<file path="src/rtl/song_pkg.sv">
// song_pkg: shared constants for the song player.
//   - key ID constants (REST, NOTE_C4..NOTE_B4, chromatic 1..12)
//   - tempo_sel encodings
//   - default score entry field widths
//   - sequencer state enum
package song_pkg;

    localparam int KEY_W = 4;  // default key_id field width
    localparam int DUR_W = 4;  // default duration field width

    localparam logic [3:0] REST     = 4'd0;
    localparam logic [3:0] NOTE_C4  = 4'd1;
    localparam logic [3:0] NOTE_CS4 = 4'd2;
    localparam logic [3:0] NOTE_D4  = 4'd3;
    localparam logic [3:0] NOTE_DS4 = 4'd4;
    localparam logic [3:0] NOTE_E4  = 4'd5;
    localparam logic [3:0] NOTE_F4  = 4'd6;
    localparam logic [3:0] NOTE_FS4 = 4'd7;
    localparam logic [3:0] NOTE_G4  = 4'd8;
    localparam logic [3:0] NOTE_GS4 = 4'd9;
    localparam logic [3:0] NOTE_A4  = 4'd10;
    localparam logic [3:0] NOTE_AS4 = 4'd11;
    localparam logic [3:0] NOTE_B4  = 4'd12;

    localparam logic [1:0] TEMPO_1X     = 2'd0;
    localparam logic [1:0] TEMPO_FAST   = 2'd1;  // unit / 2
    localparam logic [1:0] TEMPO_SLOW   = 2'd2;  // unit * 2
    localparam logic [1:0] TEMPO_1X_ALT = 2'd3;

    typedef enum logic [1:0] {
        ST_IDLE,
        ST_FETCH,
        ST_NOTE,
        ST_GAP
    } state_e;

endpackage

</file>
<file path="src/rtl/song_rom.sv">
// song_rom: shared score ROM with a 1-cycle registered read.
//   clk_i, rst_n_i : clock, async active-low reset
//   song_i         : song index for the start-address table
//   start_addr_o   : first entry of song_i (combinational table lookup)
//   addr_i         : read address, captured every clock
//   dur_o, key_o   : entry read at the previous edge ({duration, key_id})
// Layout: Twinkle at 0 (14 notes + marker), chromatic C4..B4 at 15
// (12 notes + marker), then one bare marker per remaining song.
module song_rom
    import song_pkg::*;
#(
    parameter int KEY_ID_BITS   = KEY_W,
    parameter int DURATION_BITS = DUR_W,
    parameter int NUM_SONGS     = 4,
    parameter int ROM_DEPTH     = 128,
    localparam int AW = $clog2(ROM_DEPTH),
    localparam int SW = $clog2(NUM_SONGS)
) (
    input  logic                     clk_i,
    input  logic                     rst_n_i,
    input  logic [SW-1:0]            song_i,
    output logic [AW-1:0]            start_addr_o,
    input  logic [AW-1:0]            addr_i,
    output logic [DURATION_BITS-1:0] dur_o,
    output logic [KEY_ID_BITS-1:0]   key_o
);
    localparam int TW_LEN     = 14;
    localparam int TI_W       = $clog2(TW_LEN);
    localparam int SCALE_BASE = TW_LEN + 1;
    localparam int SCALE_LEN  = 12;
    localparam int MARK_BASE  = SCALE_BASE + SCALE_LEN + 1;

    localparam logic [3:0] TW_KEY [TW_LEN] = '{
        NOTE_C4, NOTE_C4, NOTE_G4, NOTE_G4, NOTE_A4, NOTE_A4, NOTE_G4,
        NOTE_F4, NOTE_F4, NOTE_E4, NOTE_E4, NOTE_D4, NOTE_D4, NOTE_C4};
    localparam logic [3:0] TW_DUR [TW_LEN] = '{
        4'd1, 4'd1, 4'd1, 4'd1, 4'd1, 4'd1, 4'd2,
        4'd1, 4'd1, 4'd1, 4'd1, 4'd1, 4'd1, 4'd2};

    // Unlisted addresses read as duration 0, i.e. an end marker.
    function automatic logic [DURATION_BITS+KEY_ID_BITS-1:0] entry(input int a);
        entry = '0;
        if (a < TW_LEN)
            entry = {DURATION_BITS'(TW_DUR[TI_W'(a)]), KEY_ID_BITS'(TW_KEY[TI_W'(a)])};
        else if (a >= SCALE_BASE && a < SCALE_BASE + SCALE_LEN)
            entry = {DURATION_BITS'(1), KEY_ID_BITS'(a - SCALE_BASE + int'(NOTE_C4))};
    endfunction

    logic [DURATION_BITS+KEY_ID_BITS-1:0] rd_q;

    always_comb begin
        start_addr_o = AW'(MARK_BASE + int'(song_i) - 2);
        if (song_i == '0)           start_addr_o = '0;
        else if (song_i == SW'(1))  start_addr_o = AW'(SCALE_BASE);
    end

    always_ff @(posedge clk_i or negedge rst_n_i) begin
        if (!rst_n_i) rd_q <= '0;
        else          rd_q <= entry(int'(addr_i));
    end

    assign {dur_o, key_o} = rd_q;

endmodule

</file>
<file path="src/rtl/song_sequencer.sv">
// song_sequencer: plays the selected ROM song with tempo, articulation
// gap, pause and loop.
//   clk, rst_n          : clock, async active-low reset
//   play_level          : level; rising edge starts, low stops
//   song_sel            : song index, latched at start
//   loop_en, pause      : live controls
//   tempo_sel           : 0/3 = 1x, 1 = unit/2, 2 = unit*2
//   song_key_id         : current note ID
//   song_key_is_pressed : note sounding
//   is_song_playing     : any state but IDLE
//   note_index          : ROM address of current entry
//   song_done           : 1-cycle pulse at each song end
module song_sequencer
    import song_pkg::*;
#(
    parameter int CLK_FREQ_HZ   = 50_000_000,
    parameter int KEY_ID_BITS   = KEY_W,
    parameter int DURATION_BITS = DUR_W,
    parameter int NUM_SONGS     = 4,
    parameter int ROM_DEPTH     = 128,
    parameter int UNIT_MS       = 100,
    parameter int GAP_MS        = 10,
    localparam int AW = $clog2(ROM_DEPTH),
    localparam int SW = $clog2(NUM_SONGS)
) (
    input  logic                   clk,
    input  logic                   rst_n,
    input  logic                   play_level,
    input  logic [SW-1:0]          song_sel,
    input  logic                   loop_en,
    input  logic                   pause,
    input  logic [1:0]             tempo_sel,
    output logic [KEY_ID_BITS-1:0] song_key_id,
    output logic                   song_key_is_pressed,
    output logic                   is_song_playing,
    output logic [AW-1:0]          note_index,
    output logic                   song_done
);
    localparam int CYC_PER_MS = CLK_FREQ_HZ / 1000;
    localparam int UNIT_CYC   = UNIT_MS * CYC_PER_MS;
    localparam int GAP_CYC    = GAP_MS * CYC_PER_MS;
    localparam int TW = $clog2(2 * UNIT_CYC * (2**DURATION_BITS - 1) + 1);

    state_e                   state_q;
    logic [TW-1:0]            timer_q;
    logic [SW-1:0]            song_q;
    logic [AW-1:0]            addr_q;
    logic                     wait_q;      // first FETCH cycle: read in flight
    logic                     play_q;
    logic                     armed_q;     // play_q holds a real post-reset sample
    logic                     sounding_q;  // pressed value of the current note
    logic [KEY_ID_BITS-1:0]   key_q;
    logic                     pressed_q, playing_q, done_q;
    logic [AW-1:0]            idx_q;

    logic [SW-1:0]            rom_song;
    logic [AW-1:0]            start_addr;
    logic [DURATION_BITS-1:0] rom_dur;
    logic [KEY_ID_BITS-1:0]   rom_key;
    logic                     play_rise, rom_end, entry_ready;
    logic [TW-1:0]            unit_cyc, note_len_d;

    // Until the song is latched, the start table follows song_sel.
    assign rom_song = (state_q == ST_IDLE) ? song_sel : song_q;

    song_rom #(
        .KEY_ID_BITS(KEY_ID_BITS), .DURATION_BITS(DURATION_BITS),
        .NUM_SONGS(NUM_SONGS), .ROM_DEPTH(ROM_DEPTH)
    ) u_rom (
        .clk_i(clk), .rst_n_i(rst_n), .song_i(rom_song),
        .start_addr_o(start_addr), .addr_i(addr_q),
        .dur_o(rom_dur), .key_o(rom_key)
    );

    // Without armed_q a play level held through reset would look like a rise.
    assign play_rise = play_level & ~play_q & armed_q;
    assign rom_end   = (rom_dur == '0) || (addr_q == AW'(ROM_DEPTH - 1));

    // ROM data matches addr_q when FETCH's second cycle or a GAP ends;
    // GAP_CYC >= 2 leaves room for the prefetch issued on entering GAP.
    assign entry_ready = (state_q == ST_FETCH && !wait_q) ||
                         (state_q == ST_GAP && !pause && timer_q == '0);

    always_comb begin
        unit_cyc = TW'(UNIT_CYC);
        case (tempo_sel)
            TEMPO_FAST: unit_cyc = TW'(UNIT_CYC) >> 1;
            TEMPO_SLOW: unit_cyc = TW'(UNIT_CYC) << 1;
            default:    unit_cyc = TW'(UNIT_CYC);
        endcase
        // Sounding part of the note, minus one for the terminal zero count.
        note_len_d = TW'(rom_dur) * unit_cyc - TW'(GAP_CYC + 1);
    end

    always_ff @(posedge clk or negedge rst_n) begin
        if (!rst_n) begin
            state_q    <= ST_IDLE;
            timer_q    <= '0;
            song_q     <= '0;
            addr_q     <= '0;
            wait_q     <= 1'b0;
            play_q     <= 1'b0;
            armed_q    <= 1'b0;
            sounding_q <= 1'b0;
            key_q      <= '0;
            pressed_q  <= 1'b0;
            playing_q  <= 1'b0;
            idx_q      <= '0;
            done_q     <= 1'b0;
        end else begin
            play_q  <= play_level;
            armed_q <= 1'b1;
            done_q  <= 1'b0;
            if (state_q != ST_IDLE && !play_level) begin
                state_q    <= ST_IDLE;
                timer_q    <= '0;
                sounding_q <= 1'b0;
                key_q      <= '0;
                pressed_q  <= 1'b0;
                playing_q  <= 1'b0;
                idx_q      <= '0;
            end else begin
                unique case (state_q)
                    ST_IDLE: if (play_rise) begin
                        song_q    <= song_sel;
                        addr_q    <= start_addr;
                        idx_q     <= start_addr;
                        wait_q    <= 1'b1;
                        playing_q <= 1'b1;
                        state_q   <= ST_FETCH;
                    end
                    ST_FETCH: wait_q <= 1'b0;
                    ST_NOTE: begin
                        if (pause) begin
                            pressed_q <= 1'b0;
                        end else if (timer_q == '0) begin
                            state_q   <= ST_GAP;
                            timer_q   <= TW'(GAP_CYC - 1);
                            pressed_q <= 1'b0;
                            addr_q    <= addr_q + 1'b1;  // prefetch next entry
                        end else begin
                            timer_q   <= timer_q - 1'b1;
                            pressed_q <= sounding_q;
                        end
                    end
                    ST_GAP: if (!pause && timer_q != '0) timer_q <= timer_q - 1'b1;
                endcase

                if (entry_ready) begin
                    if (rom_end) begin
                        done_q    <= 1'b1;
                        pressed_q <= 1'b0;
                        if (loop_en) begin
                            state_q <= ST_FETCH;
                            wait_q  <= 1'b1;
                            addr_q  <= start_addr;
                            idx_q   <= start_addr;
                        end else begin
                            state_q    <= ST_IDLE;
                            timer_q    <= '0;
                            sounding_q <= 1'b0;
                            key_q      <= '0;
                            playing_q  <= 1'b0;
                            idx_q      <= '0;
                        end
                    end else begin
                        state_q    <= ST_NOTE;
                        key_q      <= rom_key;
                        sounding_q <= (rom_key != KEY_ID_BITS'(REST));
                        pressed_q  <= (rom_key != KEY_ID_BITS'(REST)) && !pause;
                        idx_q      <= addr_q;
                        timer_q    <= note_len_d;  // tempo sampled per note
                    end
                end
            end
        end
    end

    assign song_key_id         = key_q;
    assign song_key_is_pressed = pressed_q;
    assign is_song_playing     = playing_q;
    assign note_index          = idx_q;
    assign song_done           = done_q;

endmodule

</file>
<file path="config.mk">
export PLATFORM = sky130hd
export DESIGN_NAME = song_sequencer
export DESIGN_NICKNAME = d
export VERILOG_FILES = /design/src/rtl/song_pkg.sv /design/src/rtl/song_rom.sv /design/src/rtl/song_sequencer.sv
export SDC_FILE = /design/constraint.sdc
export NUM_CORES = 1
export LEC_CHECK = 0
export CAP_MARGIN = 20
export CORE_MARGIN = 3
export CORE_UTILIZATION = 56
export DETAILED_ROUTE_END_ITERATION = 8
export PLACE_DENSITY = 0.79
export SLEW_MARGIN = 25
export SYNTH_ARGS = -nofsm -noshare
export SYNTH_HDL_FRONTEND = slang
export SYNTH_SLANG_ARGS = --single-unit
</file>
<file path="constraint.sdc">
create_clock -name clk -period 3.04 [get_ports clk]
set_input_delay 0.608 -clock clk [delete_from_list [all_inputs] [get_ports clk]]
set_output_delay 0.608 -clock clk [all_outputs]
set_load 0.005 [all_outputs]
</file>
Word level (Yosys, flattened, before mapping). Memory sizes are Yosys's and may differ from the RTL's. Index checks and enable logic that the tools add are counted.

Bitwise gates (word level): 5. Add/subtract/negate cells: 7. Reduce and logical (&&, ||, !) cells: 28. Equal/unequal tests: 11. Shifts and indexed selects: 0. Div/mod/pow operators: 0. Multiplexer cells: 67. $mul: 1. Order comparisons: 4.

Operators with widths (number): 28-bit two-way mux (7); 7-bit two-way mux (14); 28-bit case mux with 2 select lines (1); 24-bit case mux with 2 select lines (1); 4-bit two-way mux (8); 28-bit zero test (1); 4-bit by 28-bit multiplier with 28-bit output (1); 28-bit nonzero test (1); 28-bit by 1-bit subtractor with 28-bit output, second input constant (1); 28-bit by 19-bit subtractor with 28-bit output, second input constant (1); 1-bit two-way mux (24); 2-bit two-way mux (7); 7-bit case mux with 2 select lines (1); 3-bit nonzero test (3); 8-bit two-way mux (1); 4-bit != test, second input constant (2); 4-bit nonzero test (2); 7-bit by 1-bit adder with 7-bit output, second input constant (1); 7-bit == test, second input constant (1); 7-bit by 4-bit >= comparator with 1-bit output, second input constant (1); 1-bit logical AND (7); 7-bit by 4-bit less-than comparator with 1-bit output, second input constant (1); 7-bit by 5-bit less-than comparator with 1-bit output, second input constant (1); 7-bit by 3-bit subtractor with 7-bit output, second input constant (1); 22 further kinds (34).

Output and inout port bits: 14. Memories kept: 2. Input bits: 9. Logic and storage cells: 139. Memory bits (read-only): 128. Bits in latches: 0. Bits in registers: 65. Bits in writable memories: 0.

Memory list: (name not given) (words 16, bits a word 4, read ports 1, clocked after memory_dff 0, wr ports 0, line song_rom.sv:44) `entry = {DURATION_BITS'(TW_DUR[TI_W'(a)]), KEY_ID_BITS'(TW_KEY[TI_W'(a)])};`; (name not given) (words 16, bits a word 4, read ports 1, clocked after memory_dff 0, wr ports 0, line song_rom.sv:44).

Longest topological paths before layout. Gate-level depths: netlist of run 1.

Depth after elaboration: 11. Depth in mapped cells: 15. Gate-level depth less buffers: 14.

Cells and area by module. Synthesis of run 1 repeated with hierarchy kept, for this count alone.

Cell total of the unflattened synthesis: 700. Area total of the unflattened synthesis: 6069.6 µm².

By module, submodules not included: song_sequencer (cells an instance 636, area each 5485.3 µm², seq. area each 1426.4 µm², times used 1); song_rom (cells an instance 64, area each 584.3 µm², seq. area each 150.1 µm², times used 1).

Worst setup path after synthesis of run 1. No wires, ideal clock.

Path type: in2reg. From: input port tempo_sel[0]. To: register timer_q[21]. Data required time: 2902 ps. Buffers on the path: 1. Library setup time: 138 ps. Data arrival time: 3276 ps. Cell stages on the path: 13. Slack: -374 ps. Path through: inv_1 -> ha_1 -> clkbuf_1 -> nor2b_1 -> ha_1 -> fa_1 -> ha_1 -> a211o_1 -> a221o_1 -> a21oi_1 -> o21ai_0 -> xnor2_1 -> o22ai_1.

Cells in the longest elaborated chain, start to end: 7. Elaborated cells between the ends (all ways): 8. Those cells by class: 1 x add/sub; 1 x mul; 2 x eq/ne; 4 x mux.

RTL lines: start: declaration (line song_sequencer.sv:32) `input logic [1:0] tempo_sel,`; 2-bit == test or 2-bit by 1-bit == test with 1-bit output (tied branches) (line song_sequencer.sv:86) `case (tempo_sel)`; 24-bit case mux with 2 select lines (*) (line song_sequencer.sv:86); 4-bit by 28-bit multiplier with 28-bit output (*) (line song_sequencer.sv:92) `note_len_d = TW'(rom_dur) * unit_cyc - TW'(GAP_CYC + 1);`; 28-bit by 19-bit subtractor with 28-bit output (*) (line song_sequencer.sv:92); 28-bit two-way mux (*) (line song_sequencer.sv:150) `if (rom_end) begin`; 28-bit two-way mux (*) (line song_sequencer.sv:149) `if (entry_ready) begin`; 28-bit two-way mux (*) (line song_sequencer.sv:114) `if (state_q != ST_IDLE && !play_level) begin`; end signal: assignment (line song_sequencer.sv:142) `timer_q <= timer_q - 1'b1;`; end signal: assignment (line song_sequencer.sv:146) `ST_GAP: if (!pause && timer_q != '0) timer_q <= timer_q - 1'b1;`; end signal: assignment (line song_sequencer.sv:172) `timer_q <= note_len_d;`; end: declaration (line song_sequencer.sv:45) `logic [TW-1:0] timer_q;`.

Mark *: on every way between the ends. The rest lies on a longest branch, timed or not. A chain may end at the register's enable or synchronous reset.

Worst setup path in the final report of run 1. Same ends and word-level chain as after synthesis.

==> results.yml, run 1 <==
place:
  io_buffers: 22
  hpwl_um: 10800
  gp_congestion: 0.967
timing:
  holdWs_ps: 299
  tns_ps: 0
  finalHoldViolCount: 0
  fin_worst_skew_ps: 12.5
  max_clock_freq_mhz: 331
  finalSetupViolations: 0
  fin_crit_sh: 0.993
  slew_viol_final: 0
  worst_slew_pin_slew_ps: 736
  slew_headroom: 0.510
  timing.final.crit_period_ps: 3020
logic_synthesis:
  syn_inst: 556
  synth-edff-count: 0
  synth_nets: 612
  synthArstFlopShare: 1.00
  yosysWarnings: 0
  synth_area_um2: 4980
  synth_flop_cell: "dfrtp_1"
  synth-seq-cells: 63
  ys_types: 68
  ys_seq_area_frac: 0.316
  syn_area_per_cell_um2: 8.96
critical_path:
  reg2regPathDepth: 12
  worst_path_most_repeated_cell: "buf_4"
  critical_path_buf_inv_count: 4
  timing.critical_path.cells: "buf_4, inv_8, ha_4, nor2b_4, buf_4, buf_4, ha_1, ha_2, fa_2, a221o_1, a21oi_2, o21ai_2, xnor2_1, o22ai_1"
  critPathTopFamily: "adder cells"
  slowest_delay_ps: 390
  worstReg2RegStart: "u_rom.rd_q[5]$_DFF_PN0_"
  crit_fanout: 6
  start_kind: "input port"
  critPathRequiredTime_ps: 3270
  critPathKind: "input port to register"
  critPathLaunch: "tempo_sel[0]"
  rrSetupSlack_ps: 140
  r2r-end: "timer_q[21]$_DFF_PN0_"
  cp_slowest_cell: "fa_2"
  end_kind: "register"
  cp.arrival_ps: 3240
power_and_ir_drop:
  p_sw_mw: 3.23
  swShare: 0.473
  power_density_nw_per_um2: 1090
  seq_power_share: 0.224
  pwr-share-clk: 0.125
  leakagePower_nw: 2.85
  power_frac_comb: 0.651
  intPower_mw: 3.60
  max-vdd-ir-drop_mv: 0.599
floorplanning:
  top_level_ports: 23
  fp.dieH_um: 100
  dieArea_um2: 10100
  row_count: 33
  initial_utilization: 0.592
  core_um2: 8420
  die_w_um: 100
clock_tree:
  cts_sinks: 63
  clk_pin_slew_ps: 80
  cts_root_buf: "clkbuf_8"
  cts_tree: "done"
  cts_buffer_depth: 2
  cts_buffers: 9
  clock_latency_ps: 360
  htree_levels: 3
global_routing:
  grt.total_usage: 0.282
  grt_antenna_before_repair: 0
  grt_pass1_wl_um: 22700
  grt_pass1_vias: 4622
  grt-ovfl-total: 0
  grt_max_degree: 33
route:
  final_antenna_net_count: 0
  remaining_drc_errors: 0
  viasPerCell: 6.32
  detail_route.wl_per_cell_um: 18.5
  num_vias: 4825
  first_pass_iters: 5
  finalWirelength_um: 14200
  drtIter0Drc: 557
cells_and_area:
  diodes: 0
  fin_nets: 710
  drive_gt1_frac: 0.246
  area_growth_pct: 25.7
  num-fill-cells: 617
  final_util: 0.743
worst_hold_path:
  hold_path.class: "input port to asynchronous set/reset pin"
job:
  maxCapViolations: 0
run_status:
  status: "completed"
[sequential cells by signal, summed over array words and instances, names as in the netlist]
name,flops
addr_q,7
song_key_id,4
u_rom.rd_q,6
note_index,7
armed_q,1
sounding_q,1
is_song_playing,1
song_done,1
state_q,2
song_key_is_pressed,1
wait_q,1
play_q,1
timer_q,28
song_q,2
[timing repair]
action,CTS,global route
gates resized for setup,14,12
endpoints found under the setup margin,14,10
pin swaps,8,10
hold buffers,0,0
buffers inserted,1,3
[per-layer routing]
| metal | track usage | routed length (um) |
|---|---|---|
| met2 | 0.460 | 6730 |
| met1 | 0.385 | 5860 |
| met5 | 0 | 0 |
| met4 | 0.0746 | 414 |
| met3 | 0.0549 | 1150 |
[cells in the final DEF, fill, tap and decap left out, types with 10 or more instances in the layout]
| cell | n |
|---|---|
| nand3_1 | 15 |
| xnor2_1 | 22 |
| o21ai_0 | 22 |
| nor2_1 | 40 |
| nor3_1 | 20 |
| a21oi_1 | 28 |
| buf_4 | 87 |
| nor4_1 | 12 |
| clkdlybuf4s50_1 | 19 |
| dfrtp_1 | 63 |
| a21o_1 | 10 |
| xor2_1 | 13 |
| inv_1 | 30 |
| nand2_1 | 51 |
| o22ai_1 | 21 |
| ha_1 | 34 |
[cell usage after synthesis, types with 12 or more instances]
master | n | area, um^2
nand2_1 | 52 | 195
inv_1 | 33 | 124
xor2_1 | 13 | 114
nor2_1 | 41 | 154
xnor2_1 | 22 | 193
nand3_1 | 15 | 75.1
clkbuf_1 | 14 | 52.6
nor4_1 | 12 | 75.1
ha_1 | 42 | 526
nor3_1 | 20 | 100
dfrtp_1 | 63 | 1580
o21ai_0 | 26 | 130
o22ai_1 | 21 | 131
a21oi_1 | 35 | 175
[how the worst max path moves through the flow]
stage	slack (ps)	to	cells past startpoint
2_1_floorplan	-100	timer_q[21]$_DFF_PN0_	13
3_3_place_gp	-740	timer_q[18]$_DFF_PN0_	13
3_5_place_dp	-830	timer_q[21]$_DFF_PN0_	13
4_1_cts	50	timer_q[21]$_DFF_PN0_	12
5_1_grt	-50	timer_q[21]$_DFF_PN0_	14
6_report	20	timer_q[21]$_DFF_PN0_	14
[power by group through the flow]
stage          Combinational [mW]  Sequential, mW  Clock [mW]
6_report                     4.45            1.53       0.855
5_1_grt                      4.83            1.56       0.903
4_1_cts                      4.32            1.52       0.860
3_5_place_dp                 4.26            1.53           0
3_3_place_gp                 4.13            1.51           0
2_1_floorplan                2.86            1.40           0
[logic make-up after synthesis]
logic type | synth area share
AND/OR/NAND/NOR | 0.219
AO/OA/AOI/OAI | 0.208
flip-flops | 0.316
buffers and inverters | 0.0462
adder cells (fa/ha/maj) | 0.126
XOR/XNOR | 0.0615
multiplexers | 0.0226
other | 0.000752
[area by class of cell]
class	instances	area, um^2	area share
Clock buffer	9	124	0.0198
Clock inverter	7	103	0.0164
Inverter	34	135	0.0216
Multi-Input combinational cell	437	3320	0.530
Sequential cell	63	1580	0.252
Tap cell	105	131	0.0210
Timing Repair Buffer	109	873	0.139
[through the flow]
step                total power, mW  setup slack, ps  cells  instance area, um^2
global placement               5.64             -738    744                 5960
detailed placement             5.79             -830    744                 5960
global route                   7.30            -54.2    764                 6260
CTS                            6.70             50.2    761                 6210
floorplan                      4.26             -104    556                 5090
finish                         6.83             22.0    764                 6260
Note: power is estimated with default switching activity, not from simulation.
==> inputs of run 2 (changes only) <==
--- a/config.mk
+++ b/config.mk
@@ -5,11 +5,11 @@
 export SDC_FILE = /design/constraint.sdc
 export NUM_CORES = 1
 export LEC_CHECK = 0
-export CAP_MARGIN = 20
 export CORE_MARGIN = 3
-export CORE_UTILIZATION = 56
+export CORE_UTILIZATION = 57
+export CTS_BUF_LIST = sky130_fd_sc_hd__clkbuf_4 sky130_fd_sc_hd__clkbuf_8
 export DETAILED_ROUTE_END_ITERATION = 8
-export PLACE_DENSITY = 0.79
+export PLACE_DENSITY = 0.8
 export SLEW_MARGIN = 25
 export SYNTH_ARGS = -nofsm -noshare
 export SYNTH_HDL_FRONTEND = slang
==> run 2 against run 1 <==
Effect of this change: final cell count up 0.26%; critical path depth increased by 1; register-to-register slack about the same; largest power group unchanged; critical path type unchanged; power increased by 2.5%; highest routed layer unchanged; global-route usage grew 0.45 points; largest cell class unchanged; final area increased by 2.1%; combinational power increased by 4%; clock skew rose by 3.2 ps; non-clock buffer count increased by 2.
==> results.yml, run 2 (synthesis gave the netlist of run 1 again) <==
job:
  maxCapViolations: 0
critical_path:
  rrSetupSlack_ps: 150
  r2r-end: "timer_q[18]$_DFF_PN0_"
  worstReg2RegStart: "u_rom.rd_q[5]$_DFF_PN0_"
  critPathRequiredTime_ps: 3250
  cp.arrival_ps: 3220
  reg2regPathDepth: 12
  critPathKind: "input port to register"
  critical_path_depth: 15
  crit_fanout: 6
  end_kind: "register"
  critical_path_buf_inv_count: 5
  critPathCapture: "timer_q[16]$_DFF_PN0_"
  cp_slowest_cell: "fa_1"
  critPathLaunch: "tempo_sel[0]"
  slowest_delay_ps: 540
  critPathTopFamily: "adder cells"
  timing.critical_path.cells: "buf_12, inv_8, ha_4, nor2b_4, inv_2, fa_1, inv_2, ha_4, buf_6, a21oi_4, o22ai_2, o41ai_2, o21ai_1, xnor2_1, o21ai_1"
  start_kind: "input port"
route:
  viasPerCell: 6.23
  drtIter0Drc: 318
  finalWirelength_um: 14300
  num_vias: 4769
  detail_route.wl_per_cell_um: 18.6
  first_pass_iters: 5
  remaining_drc_errors: 0
  final_antenna_net_count: 0
timing:
  fin_crit_sh: 0.988
  finalSetupViolations: 0
  finalHoldViolCount: 0
  slew_headroom: 0.569
  setup_ws_ps: 35.3
  max_clock_freq_mhz: 333
  worst_slew_pin_slew_ps: 641
  timing.final.crit_period_ps: 3000
  slew_viol_final: 0
  holdWs_ps: 265
  fin_worst_skew_ps: 15.7
  rsz0062_at_grt: "true"
clock_tree:
  cts_buffer_depth: 2
  clock_latency_ps: 350
  cts_root_buf: "clkbuf_8"
  hold_buffers: 0
  cts_sinks: 63
  cts_tree: "done"
  clk_pin_slew_ps: 80
  cts_buffers: 9
  htree_levels: 3
cells_and_area:
  area_growth_pct: 28.2
  layout_commonest_cell: "buf_4"
  drive_gt1_frac: 0.254
  fin_nets: 712
  top_register: "timer_q"
  diodes: 0
  largest_reg_flops: 28
  num-fill-cells: 558
  stdcell_count: 766
  fin_area_um2: 6390
  layout_common_cells: "buf_4 (87), dfrtp_1 (62), nand2_1 (52)"
global_routing:
  grt-ovfl-total: 0
  grt_max_degree: 38
  grt.total_usage: 0.287
  grt_antenna_before_repair: 0
  grt_pass1_vias: 4719
  grt_pass1_wl_um: 22700
power_and_ir_drop:
  leakagePower_nw: 2.87
  power_mw: 7.00
  power_density_nw_per_um2: 1100
  max-vdd-ir-drop_mv: 0.771
floorplanning:
  dieArea_um2: 9900
  fp.dieH_um: 99.5
  die_w_um: 99.5
  top_level_ports: 23
  core_um2: 8340
  row_count: 33
  initial_utilization: 0.598
worst_hold_path:
  hold_path.class: "input port to asynchronous set/reset pin"
place:
  io_buffers: 22
  pre_cts_slack_ps: -812
  gp_congestion: 0.946
  dpl_cell_area_um2: 5960
  post-place-cells: 745
  hpwl_um: 10700
run_status:
  status: "completed"
run 2: stage by stage:
| stage | TNS, ps | utilization |
|---|---|---|
| after detailed placement | -10440 | 0.714 |
| final | 0 | 0.766 |
| after global routing | -218 | 0.766 |
| after global placement | -9310 | 0.714 |
| after floorplan | -160 | - |
| after CTS | 0 | 0.743 |
run 2: worst register-to-register path, cell delays in order (launching register included):
cell and delay (ps):
dfrtp_2 470, buf_4 200, and2_1 190, ha_1 230, xor2_1 170, ha_1 290, ha_1 360, a21oi_2 190
o21ai_2 100, a21oi_2 190, a21oi_1 100, o211ai_1 190, o31ai_1 100
run 2: repair_timing:
| action | 4_1_cts | 5_1_grt |
|---|---|---|
| resized for setup | 13 | 31 |
| setup buffers | 0 | 5 |
| endpoints found under the setup margin | 14 | 10 |
| pin swaps | 5 | 18 |
run 2: per-layer routing:
layer,global-route usage,wire [um],up-vias
li1,-,-,2236
met1,0.369,5870,2320
met2,0.482,7080,193
met3,0.0652,1100,20
met4,0.0861,194,0
met5,0,0,-
run 2: area by class of cell:
| type | count | area (um^2) | area share |
|---|---|---|---|
| Multi-Input combinational cell | 437 | 3420 | 0.535 |
| Timing Repair Buffer | 111 | 902 | 0.141 |
| Clock inverter | 7 | 103 | 0.0161 |
| Inverter | 34 | 135 | 0.0211 |
| Sequential cell | 63 | 1580 | 0.247 |
| Clock buffer | 9 | 124 | 0.0194 |
| Tap cell | 105 | 131 | 0.0206 |
run 2: power breakdown:
group | internal, mW | total (mW) | switching [mW] | leakage [nW]
sequential | 1.13 | 1.54 | 0.406 | 0.830
combinational | 2.12 | 4.63 | 2.51 | 1.93
clock | 0.471 | 0.838 | 0.366 | 0.111
run 2: worst min-delay path by stage:
stage	to	slack, ps	cells past startpoint
after floorplan	addr_q[0]$_DFFE_PN0N_	310	0
final	u_rom.rd_q[2]$_DFF_PN0_	270	2
after CTS	song_key_id[0]$_DFFE_PN0P_	270	2
after global placement	song_q[1]$_DFFE_PN0P_	460	2
after global routing	song_key_id[0]$_DFFE_PN0P_	280	2
after detailed placement	song_q[1]$_DFFE_PN0P_	470	2
==> inputs of run 3 (changes only) <==
--- a/config.mk
+++ b/config.mk
@@ -10,7 +10,7 @@
 export CTS_BUF_LIST = sky130_fd_sc_hd__clkbuf_4 sky130_fd_sc_hd__clkbuf_8
 export DETAILED_ROUTE_END_ITERATION = 8
 export PLACE_DENSITY = 0.8
-export SLEW_MARGIN = 25
+export SLEW_MARGIN = 10
 export SYNTH_ARGS = -nofsm -noshare
 export SYNTH_HDL_FRONTEND = slang
 export SYNTH_SLANG_ARGS = --single-unit
==> results of run 3 <==
No change in the layout: final DEF, timing and power equal those of run 2.
